[src/rtl/uart_heater_ctrl.sv]
// uart_heater_ctrl
//   Byte-level command controller for the RO heater. It decodes single-byte
//   host commands from the UART rx side into a per-channel heater enable
//   vector. It answers with one or more reply bytes on the UART tx side.
//   Both byte interfaces use a four-phase handshake.
//
// Ports
//   clk              single clock
//   Reset            synchronous, active-high
//   rx_receive       rx has a byte pending
//   rx_dout          received byte
//   rx_parity_err    parity error on the pending byte
//   rx_received      byte consumed (held until rx_receive drops)
//   tx_din           byte to transmit (stable while tx_send is high)
//   tx_send          transmit request
//   tx_sent          transmitter done
//   hbm_temperature  packed sensor readings, sensor i at [i*TEMP_W +: TEMP_W]
//   start            heater channel enables
//   busy             high whenever the controller is not idle
module uart_heater_ctrl #(
    parameter int NUM_CH      = 8,
    parameter int NUM_SENSORS = 2,
    parameter int TEMP_W      = 7
) (
    input  logic                          clk,
    input  logic                          Reset,
    input  logic                          rx_receive,
    input  logic [7:0]                    rx_dout,
    input  logic                          rx_parity_err,
    output logic                          rx_received,
    output logic [7:0]                    tx_din,
    output logic                          tx_send,
    input  logic                          tx_sent,
    input  logic [NUM_SENSORS*TEMP_W-1:0] hbm_temperature,
    output logic [NUM_CH-1:0]             start,
    output logic                          busy
);

    localparam int TEMP_BYTES = (TEMP_W + 7) / 8;
    localparam int MASK_BYTES = (NUM_CH + 7) / 8;
    localparam int SNAP_W     = NUM_SENSORS * TEMP_W;
    localparam int TEMP_LEN   = NUM_SENSORS * TEMP_BYTES;
    // Reply staging vector: byte 0 of a reply sits in the top 8 bits.
    localparam int RV_W       = 128;

    localparam logic [3:0] TEMP_LEN_M1 = 4'(TEMP_LEN - 1);
    localparam logic [3:0] MASK_LEN_M1 = 4'(MASK_BYTES - 1);
    localparam logic [4:0] NUM_CH_L    = 5'(NUM_CH);

    typedef enum logic [1:0] {
        ST_IDLE   = 2'd0,
        ST_RX_ACK = 2'd1,
        ST_SEND   = 2'd2,
        ST_GAP    = 2'd3
    } state_t;

    typedef enum logic [1:0] {
        RK_CODE = 2'd0,
        RK_TEMP = 2'd1,
        RK_MASK = 2'd2
    } resp_kind_t;

    state_t                 state_q, state_d;
    resp_kind_t             kind_q, kind_d;
    logic [NUM_CH-1:0]      start_q, start_d;
    logic                   tx_send_q, tx_send_d;
    logic [7:0]             tx_din_q, tx_din_d;
    logic                   rx_received_q, rx_received_d;
    logic                   busy_q, busy_d;
    logic [3:0]             cnt_q, cnt_d;
    logic [3:0]             len_m1_q, len_m1_d;
    logic [7:0]             code_q, code_d;
    logic [SNAP_W-1:0]      snap_q, snap_d;

    logic [NUM_CH-1:0]      one_s;
    logic [NUM_CH-1:0]      ch_sel_s;
    logic                   ch_ok_s;
    logic [NUM_CH-1:0]      cmd_start_s;
    resp_kind_t             cmd_kind_s;
    logic [7:0]             cmd_code_s;
    logic [3:0]             cmd_len_m1_s;
    logic                   cmd_snap_s;
    logic [RV_W-1:0]        resp_vec_s;
    logic [TEMP_BYTES*8-1:0] temp_ext_s;
    logic [MASK_BYTES*8-1:0] mask_ext_s;

    // Selects reply byte idx from the staging vector (byte 0 is the MSB byte).
    function automatic logic [7:0] pick_byte(input logic [RV_W-1:0] v,
                                             input logic [3:0]      idx);
        logic [6:0] base;
        base = {~idx, 3'b000};
        return v[base +: 8];
    endfunction

    // Decodes the pending rx byte into its effect on start and its reply.
    always_comb begin
        one_s        = '0;
        one_s[0]     = 1'b1;
        ch_sel_s     = one_s << rx_dout[3:0];
        ch_ok_s      = ({1'b0, rx_dout[3:0]} < NUM_CH_L);
        cmd_start_s  = start_q;
        cmd_kind_s   = RK_CODE;
        cmd_code_s   = 8'h3F;
        cmd_len_m1_s = 4'd0;
        cmd_snap_s   = 1'b0;
        if (rx_parity_err) begin
            cmd_code_s = 8'h3F;
        end else if (rx_dout == 8'h40) begin
            cmd_start_s = '0;
            cmd_code_s  = 8'h52;
        end else if (rx_dout == 8'h30) begin
            cmd_start_s = '1;
            cmd_code_s  = 8'h41;
        end else if (rx_dout == 8'h31) begin
            cmd_start_s = '0;
            cmd_code_s  = 8'h42;
        end else if ((rx_dout[7:4] == 4'h5) && ch_ok_s) begin
            cmd_start_s = start_q | ch_sel_s;
            cmd_code_s  = 8'h41;
        end else if ((rx_dout[7:4] == 4'h6) && ch_ok_s) begin
            cmd_start_s = start_q & ~ch_sel_s;
            cmd_code_s  = 8'h42;
        end else if (rx_dout == 8'h2F) begin
            cmd_kind_s   = RK_TEMP;
            cmd_len_m1_s = TEMP_LEN_M1;
            cmd_snap_s   = 1'b1;
        end else if (rx_dout == 8'h32) begin
            cmd_kind_s   = RK_MASK;
            cmd_len_m1_s = MASK_LEN_M1;
        end else begin
            cmd_code_s = 8'h3F;
        end
    end

    // Lays out the latched reply (code, snapshot or mask) MSB byte first.
    always_comb begin
        resp_vec_s = '0;
        temp_ext_s = '0;
        mask_ext_s = '0;
        case (kind_q)
            RK_TEMP: begin
                for (int s = 0; s < NUM_SENSORS; s++) begin
                    temp_ext_s = '0;
                    temp_ext_s[TEMP_W-1:0] = snap_q[s*TEMP_W +: TEMP_W];
                    resp_vec_s[RV_W-1-s*TEMP_BYTES*8 -: TEMP_BYTES*8] = temp_ext_s;
                end
            end
            RK_MASK: begin
                // start cannot change while busy, so it is the latched mask.
                mask_ext_s[NUM_CH-1:0] = start_q;
                resp_vec_s[RV_W-1 -: MASK_BYTES*8] = mask_ext_s;
            end
            default: begin
                resp_vec_s[RV_W-1 -: 8] = code_q;
            end
        endcase
    end

    // Next-state logic for the rx/tx handshake sequencer.
    always_comb begin
        state_d       = state_q;
        kind_d        = kind_q;
        start_d       = start_q;
        tx_send_d     = tx_send_q;
        tx_din_d      = tx_din_q;
        rx_received_d = rx_received_q;
        cnt_d         = cnt_q;
        len_m1_d      = len_m1_q;
        code_d        = code_q;
        snap_d        = snap_q;
        case (state_q)
            ST_IDLE: begin
                if (rx_receive) begin
                    state_d       = ST_RX_ACK;
                    rx_received_d = 1'b1;
                    start_d       = cmd_start_s;
                    kind_d        = cmd_kind_s;
                    code_d        = cmd_code_s;
                    len_m1_d      = cmd_len_m1_s;
                    cnt_d         = 4'd0;
                    if (cmd_snap_s) begin
                        snap_d = hbm_temperature;
                    end else begin
                        snap_d = snap_q;
                    end
                end else begin
                    state_d = ST_IDLE;
                end
            end
            ST_RX_ACK: begin
                if (!rx_receive) begin
                    rx_received_d = 1'b0;
                    tx_din_d      = pick_byte(resp_vec_s, 4'd0);
                    tx_send_d     = 1'b1;
                    state_d       = ST_SEND;
                end else begin
                    state_d = ST_RX_ACK;
                end
            end
            ST_SEND: begin
                if (tx_sent) begin
                    tx_send_d = 1'b0;
                    state_d   = ST_GAP;
                end else begin
                    state_d = ST_SEND;
                end
            end
            ST_GAP: begin
                // tx_send only re-asserts once tx_sent has been seen low.
                if (!tx_sent) begin
                    if (cnt_q != len_m1_q) begin
                        cnt_d     = cnt_q + 4'd1;
                        tx_din_d  = pick_byte(resp_vec_s, cnt_q + 4'd1);
                        tx_send_d = 1'b1;
                        state_d   = ST_SEND;
                    end else begin
                        state_d = ST_IDLE;
                    end
                end else begin
                    state_d = ST_GAP;
                end
            end
            default: begin
                state_d = ST_IDLE;
            end
        endcase
        busy_d = (state_d != ST_IDLE);
    end

    // State and output registers with synchronous reset.
    always_ff @(posedge clk) begin
        if (Reset) begin
            state_q       <= ST_IDLE;
            kind_q        <= RK_CODE;
            start_q       <= '0;
            tx_send_q     <= 1'b0;
            tx_din_q      <= 8'h00;
            rx_received_q <= 1'b0;
            busy_q        <= 1'b0;
            cnt_q         <= 4'd0;
            len_m1_q      <= 4'd0;
            code_q        <= 8'h00;
            snap_q        <= '0;
        end else begin
            state_q       <= state_d;
            kind_q        <= kind_d;
            start_q       <= start_d;
            tx_send_q     <= tx_send_d;
            tx_din_q      <= tx_din_d;
            rx_received_q <= rx_received_d;
            busy_q        <= busy_d;
            cnt_q         <= cnt_d;
            len_m1_q      <= len_m1_d;
            code_q        <= code_d;
            snap_q        <= snap_d;
        end
    end

    assign start       = start_q;
    assign tx_send     = tx_send_q;
    assign tx_din      = tx_din_q;
    assign rx_received = rx_received_q;
    assign busy        = busy_q;

endmodule
[config.mk]
export PLATFORM = sky130hd
export DESIGN_NAME = uart_heater_ctrl
export DESIGN_NICKNAME = d
export VERILOG_FILES = /design/src/rtl/uart_heater_ctrl.sv
export SDC_FILE = /design/constraint.sdc
export NUM_CORES = 1
export LEC_CHECK = 0
export CORE_MARGIN = 4
export CORE_UTILIZATION = 32
export DETAILED_ROUTE_END_ITERATION = 8
export PLACE_DENSITY = 0.52
export SLEW_MARGIN = 20
export SYNTH_ARGS = -nofsm -noshare
export SYNTH_HDL_FRONTEND = slang
export SYNTH_SLANG_ARGS = --single-unit
[constraint.sdc]
create_clock -name clk -period 2.3 [get_ports clk]
set_input_delay 0.23 -clock clk [delete_from_list [all_inputs] [get_ports clk]]
set_output_delay 0.23 -clock clk [all_outputs]
set_load 0.02 [all_outputs]
# Word level (Yosys, flattened, before mapping)
# Cells that the tools add are included.
# word_totals
ff_bits	53
inputBits	27
ram_bits	0
memories	0
rom_bits	0
latchBits	0
# op_classes
n_addsub	1
shifts	2
muxes	57
reduce_logical	16
n_div	0
n_bitwise	5
multipliers	0
magnitude_cmp	1
n_eq_ne	18
# ops
operator	n
$shiftx 128x8->8	1
$mux 8	8
$mux 7	7
$eq 8x6->1 const B	4
$pmux 8 s2	2
$mux 1	22
$mux 2	11
$mux 4	3
$reduce_and 4->1	3
$ne 2x2->1 const B	5
$and 8x8->8	1
$eq 4x3->1 const B	2
$eq 8x7->1 const B	1
$not 8->8	1
$or 8x8->8	1
$pmux 2 s4	1
$pmux 4 s2	1
$reduce_bool 2->1	4
$shl 1x4->8 const A	1
$eq 2x2->1 const B	3
$reduce_and 3->1	2
$reduce_and 5->1	1
$reduce_bool 5->1	1
$add 4x1->4 const B	1
other kinds (11)	13

# Logic depth before layout (Yosys ltp)
# depth
depth_word	9
ltp_mapped	8
ltp_nobuf	7

# Worst setup path after synthesis
# OpenSTA, ideal clock, no wires.
# synth_path
path_type	register -> register
from	register state_q[1]
to	register start_q[3] (netlist: start[3])
t_required_ns	2.168
synth_period_minus_slack_ns	1.983
stages_incl_launch_ff	8
t_arrival_ns	1.851
setup_time_ns	0.132
path_slack_ns	0.317
path_buffers	2
cell_sequence	dfxtp_1 > buf_6 > or3b_4 > buf_6 > or3_4 > or3_1 > o31ai_2 > a21oi_1
# synth_via
elab_chain_len	2
# synth_lines
item	line	text
start, declared	63	state_t state_q, state_d;
start signal, assigned	245	state_q <= state_d;
$logic_not 2->1	171	case (state_q)
$reduce_and 4->1 (no line)	--	
end signal, assigned	247	start_q <= start_d;
end, declared	65	logic [NUM_CH-1:0] start_q, start_d;
# No other way between the ends.
# A chain may end at the register's enable or synchronous reset.

# Worst setup path in the final report
# layout_path
from	register cnt_q[0]
to	register tx_din_q[4] (netlist: tx_din[4])
# layout_via
elab_chain_len	6
# layout_lines
item	line	text
start, declared	70	logic [3:0] cnt_q, cnt_d;
start signal, assigned	252	cnt_q <= cnt_d;
$add 4x1->4	213	tx_din_d = pick_byte(resp_vec_s, cnt_q + 4'd1);
$not 4->4	91	base = {~idx, 3'b000};
$shiftx 128x8->8	92	return v[base +: 8];
$mux 8	211	if (cnt_q != len_m1_q) begin
$mux 8	210	if (!tx_sent) begin
$pmux 8 s2	171	
end signal, assigned	249	tx_din_q <= tx_din_d;
end, declared	67	logic [7:0] tx_din_q, tx_din_d;
# Parallel ways exist; a longest one is shown, timed or not. The select of a mux whose other input is x is not followed.

==> impl_metrics.yaml <==
yosys:
  synthFlopType: "dfxtp_1"
  synth_compound_area_share_pct: 22.6
  syn_area_per_cell_sq_um: 8.27
  synth_xor_xnor_area_share_pct: 1.36
  synth-async-reset-ratio_pct: 0
  muxShareOfSynthArea_pct: 5.89
  synth_edf_count: 0
  synth.area.top_cells: "dfxtp_1, nor2_1, mux2i_1"
  synth_top_family_by_area: "simple AND/OR/NAND/NOR gates"
  synth_area_sq_um: 2570
  synth_seq_cells: 46
  synth_cells: 311
  yosys_warnings: 0
  synth_adder_area_share_pct: 1.46
  synth-seq-area-share_pct: 35.8
  synth_top_area_share_pct: 35.8
  synth-simple-area-share_pct: 26.7
  synth_fp_nets: 341
  synth_top_area_cell: "dfxtp_1"
  synth_cell_type_count: 56
clock_tree:
  cts_root_buf: "clkbuf_8"
  htreeDepth: 2
  cts_sinks: 46
  post_cts_resized: 0
  insertion_delay_ps: 300
  post_cts.repair.setup_buffers: 0
  cts_tree: "yes"
  cts_made_buffers: 5
  hold_buffers: 0
  clkSlewWorstSetupHoldPaths_ps: 80
  cts_buffer_depth: 2
die:
  ios: 46
  die_w_microns: 97.7
  dieArea_sq_um: 9540
  num_rows: 32
  start_util_pct: 33.1
  core_area_sq_um: 7770
  die_h_microns: 97.7
global_routing:
  grt_pass1_wl_mm: 12.1
  gr-total-overflow: 0
  grtUsageTotal_pct: 15.2
  first_global_vias: 2431
  antenna_found_initial: 0
  grt_max_degree: 18
detailed_routing:
  drt_pass1_iterations: 4
  wire_per_inst_microns: 15.1
  drt-initial-drc-count: 84
  vias: 2482
  viasPerCell: 5.25
  drt_wl_total_mm: 7.15
  antenna_left: 0
  route.detailed.drc: 0
worst_setup_path:
  crit_fanout: 9
  required_ps: 2480
  crit_path_end_kind: "register"
  worstSetupPathType: "reg2reg"
  cp.arrival_ps: 2160
  crit_path_start_kind: "register"
timing:
  max_slew_margin_pct: 46.7
  finalCriticalPeriod_ps: 1970
  finClkSkew_ps: 5.05
  fin_crit_sh_pct: 85.8
  finalSetupViolations: 0
  fin_tns_setup_ps: 0
  finalHoldViolCount: 0
  rsz0062_at_grt: "no"
  fmax_mhz: 506
  worst_pin_slew_ps: 789
  drv_slew: 0
placed_design:
  globalplace.congestion: 0.842
  port_buffers: 45
  detailed_place_hpwl_mm: 5.54
pwr:
  power_w: 0.00162
  peakVddDrop_mv: 0.241
  power.density_nw_per_um2: 479
  cellLeakagePower_nw: 1.31
finish:
  diodes: 0
  nNetsFinal: 400
  area_growth_pct: 31.6
  num-fill-cells: 802
  drive_gt1_share_pct: 14.8
outcome:
  status: "complete, no violations"
hold_path:
  hold_class: "reg2reg"
flow_run:
  cap_violations: 0
[cells in the mapped netlist (all sizes together), types with 4 or more instances]
cell type / n
a211oi: 7
a21oi: 19
a221oi: 8
a22oi: 8
a311oi: 4
buf: 6
clkbuf: 20
dfxtp: 46
inv: 8
mux2i: 14
nand2: 24
nand2b: 9
nor2: 46
nor2b: 4
nor3: 12
nor4: 4
o21ai: 12
or3: 5
[metal layers]
metal / routed length, microns / part of all wire [%] / GRT usage, % / vias up
met1: 3580 / 50 / 21.3 / 1169
li1: - / - / - / 1254
met4: 59 / 0.83 / 3.19 / 0
met5: 0 / 0 / 0 / -
met3: 264 / 3.7 / 3.02 / 8
met2: 3250 / 45 / 24.0 / 51
[report_power, final]
group	internal, W	total, W	switching [W]
Clock	0.000243	0.000510	0.000267
Combinational	0.000142	0.000281	0.000139
Sequential	0.000817	0.000832	0.0000151
Total	0.00120	0.00162	0.000421
[state kept, by name, summed over array words and instances (netlist names)]
name and cells:
snap_q 14, busy 1, kind_q 2, code_q 5, tx_din 8, start 8, rx_received 1, cnt_q 4
state_q 2, tx_send 1
[final timing paths]
| check | from | end | slack, ps | cells after the start |
|---|---|---|---|---|
| setup / recovery | cnt_q[0] | tx_din[4] | 330 | 6 |
| hold / removal | tx_din[7] | tx_din[7] | 460 | 2 |
| setup reg to reg | cnt_q[0] | tx_din[4] | 330 | 6 |
| hold reg to reg | tx_din[7] | tx_din[7] | 460 | 2 |
[cell type report]
cell class / instances / area (sq um) / area share [%]
Multi-Input combinational cell: 231 / 1490 / 44.1
Sequential cell: 46 / 921 / 27.2
Timing Repair Buffer: 78 / 723 / 21.4
Tap cell: 102 / 128 / 3.77
Clock buffer: 7 / 86.3 / 2.55
Inverter: 8 / 30.0 / 0.887
Clock inverter: 1 / 5.00 / 0.148
[cell families (layout without fill, tap and decap cells)]
logic type,Yosys count,after routing
adders and majority gates,3,3
muxes,15,15
xor gates and xnor gates,4,4
buffers and inverters,34,94
AOI/OAI and AO/OA,79,79
and+or+nand+nor,130,130
DFF,46,46
[stage by stage]
stage                     setup slack (ps)  utilization (%)  hold WS, ps  area [sq um]  instances
after floorplan                        317                -          374          2570        311
after global placement                77.5             42.4          454          3290        465
after detailed placement              27.4             42.4          456          3290        465
after CTS                              312             43.6          468          3380        473
after global routing                   126             43.6          502          3380        473
final                                  326             43.6          463          3380        473
[worst max-delay path, cell delays in order (launching register included)]
cell      delay (ps)
dfxtp_1          410
ha_1             380
and4b_1          200
a22oi_1          220
nand2_1          200
a221oi_1         360
nor3_1            80
[cell usage in the layout (no fill, tap or decap), types with 6 or more instances in the layout]
master	count
a22oi_1	8
nor2_1	46
inv_1	8
nand2b_1	9
o21ai_0	11
a21oi_1	18
clkbuf_8	6
dfxtp_1	46
buf_4	31
nand2_1	24
mux2i_1	14
a221oi_1	7
clkdlybuf4s50_1	45
a211oi_1	6
nor3_1	12
(Power assumes the default switching activity.)
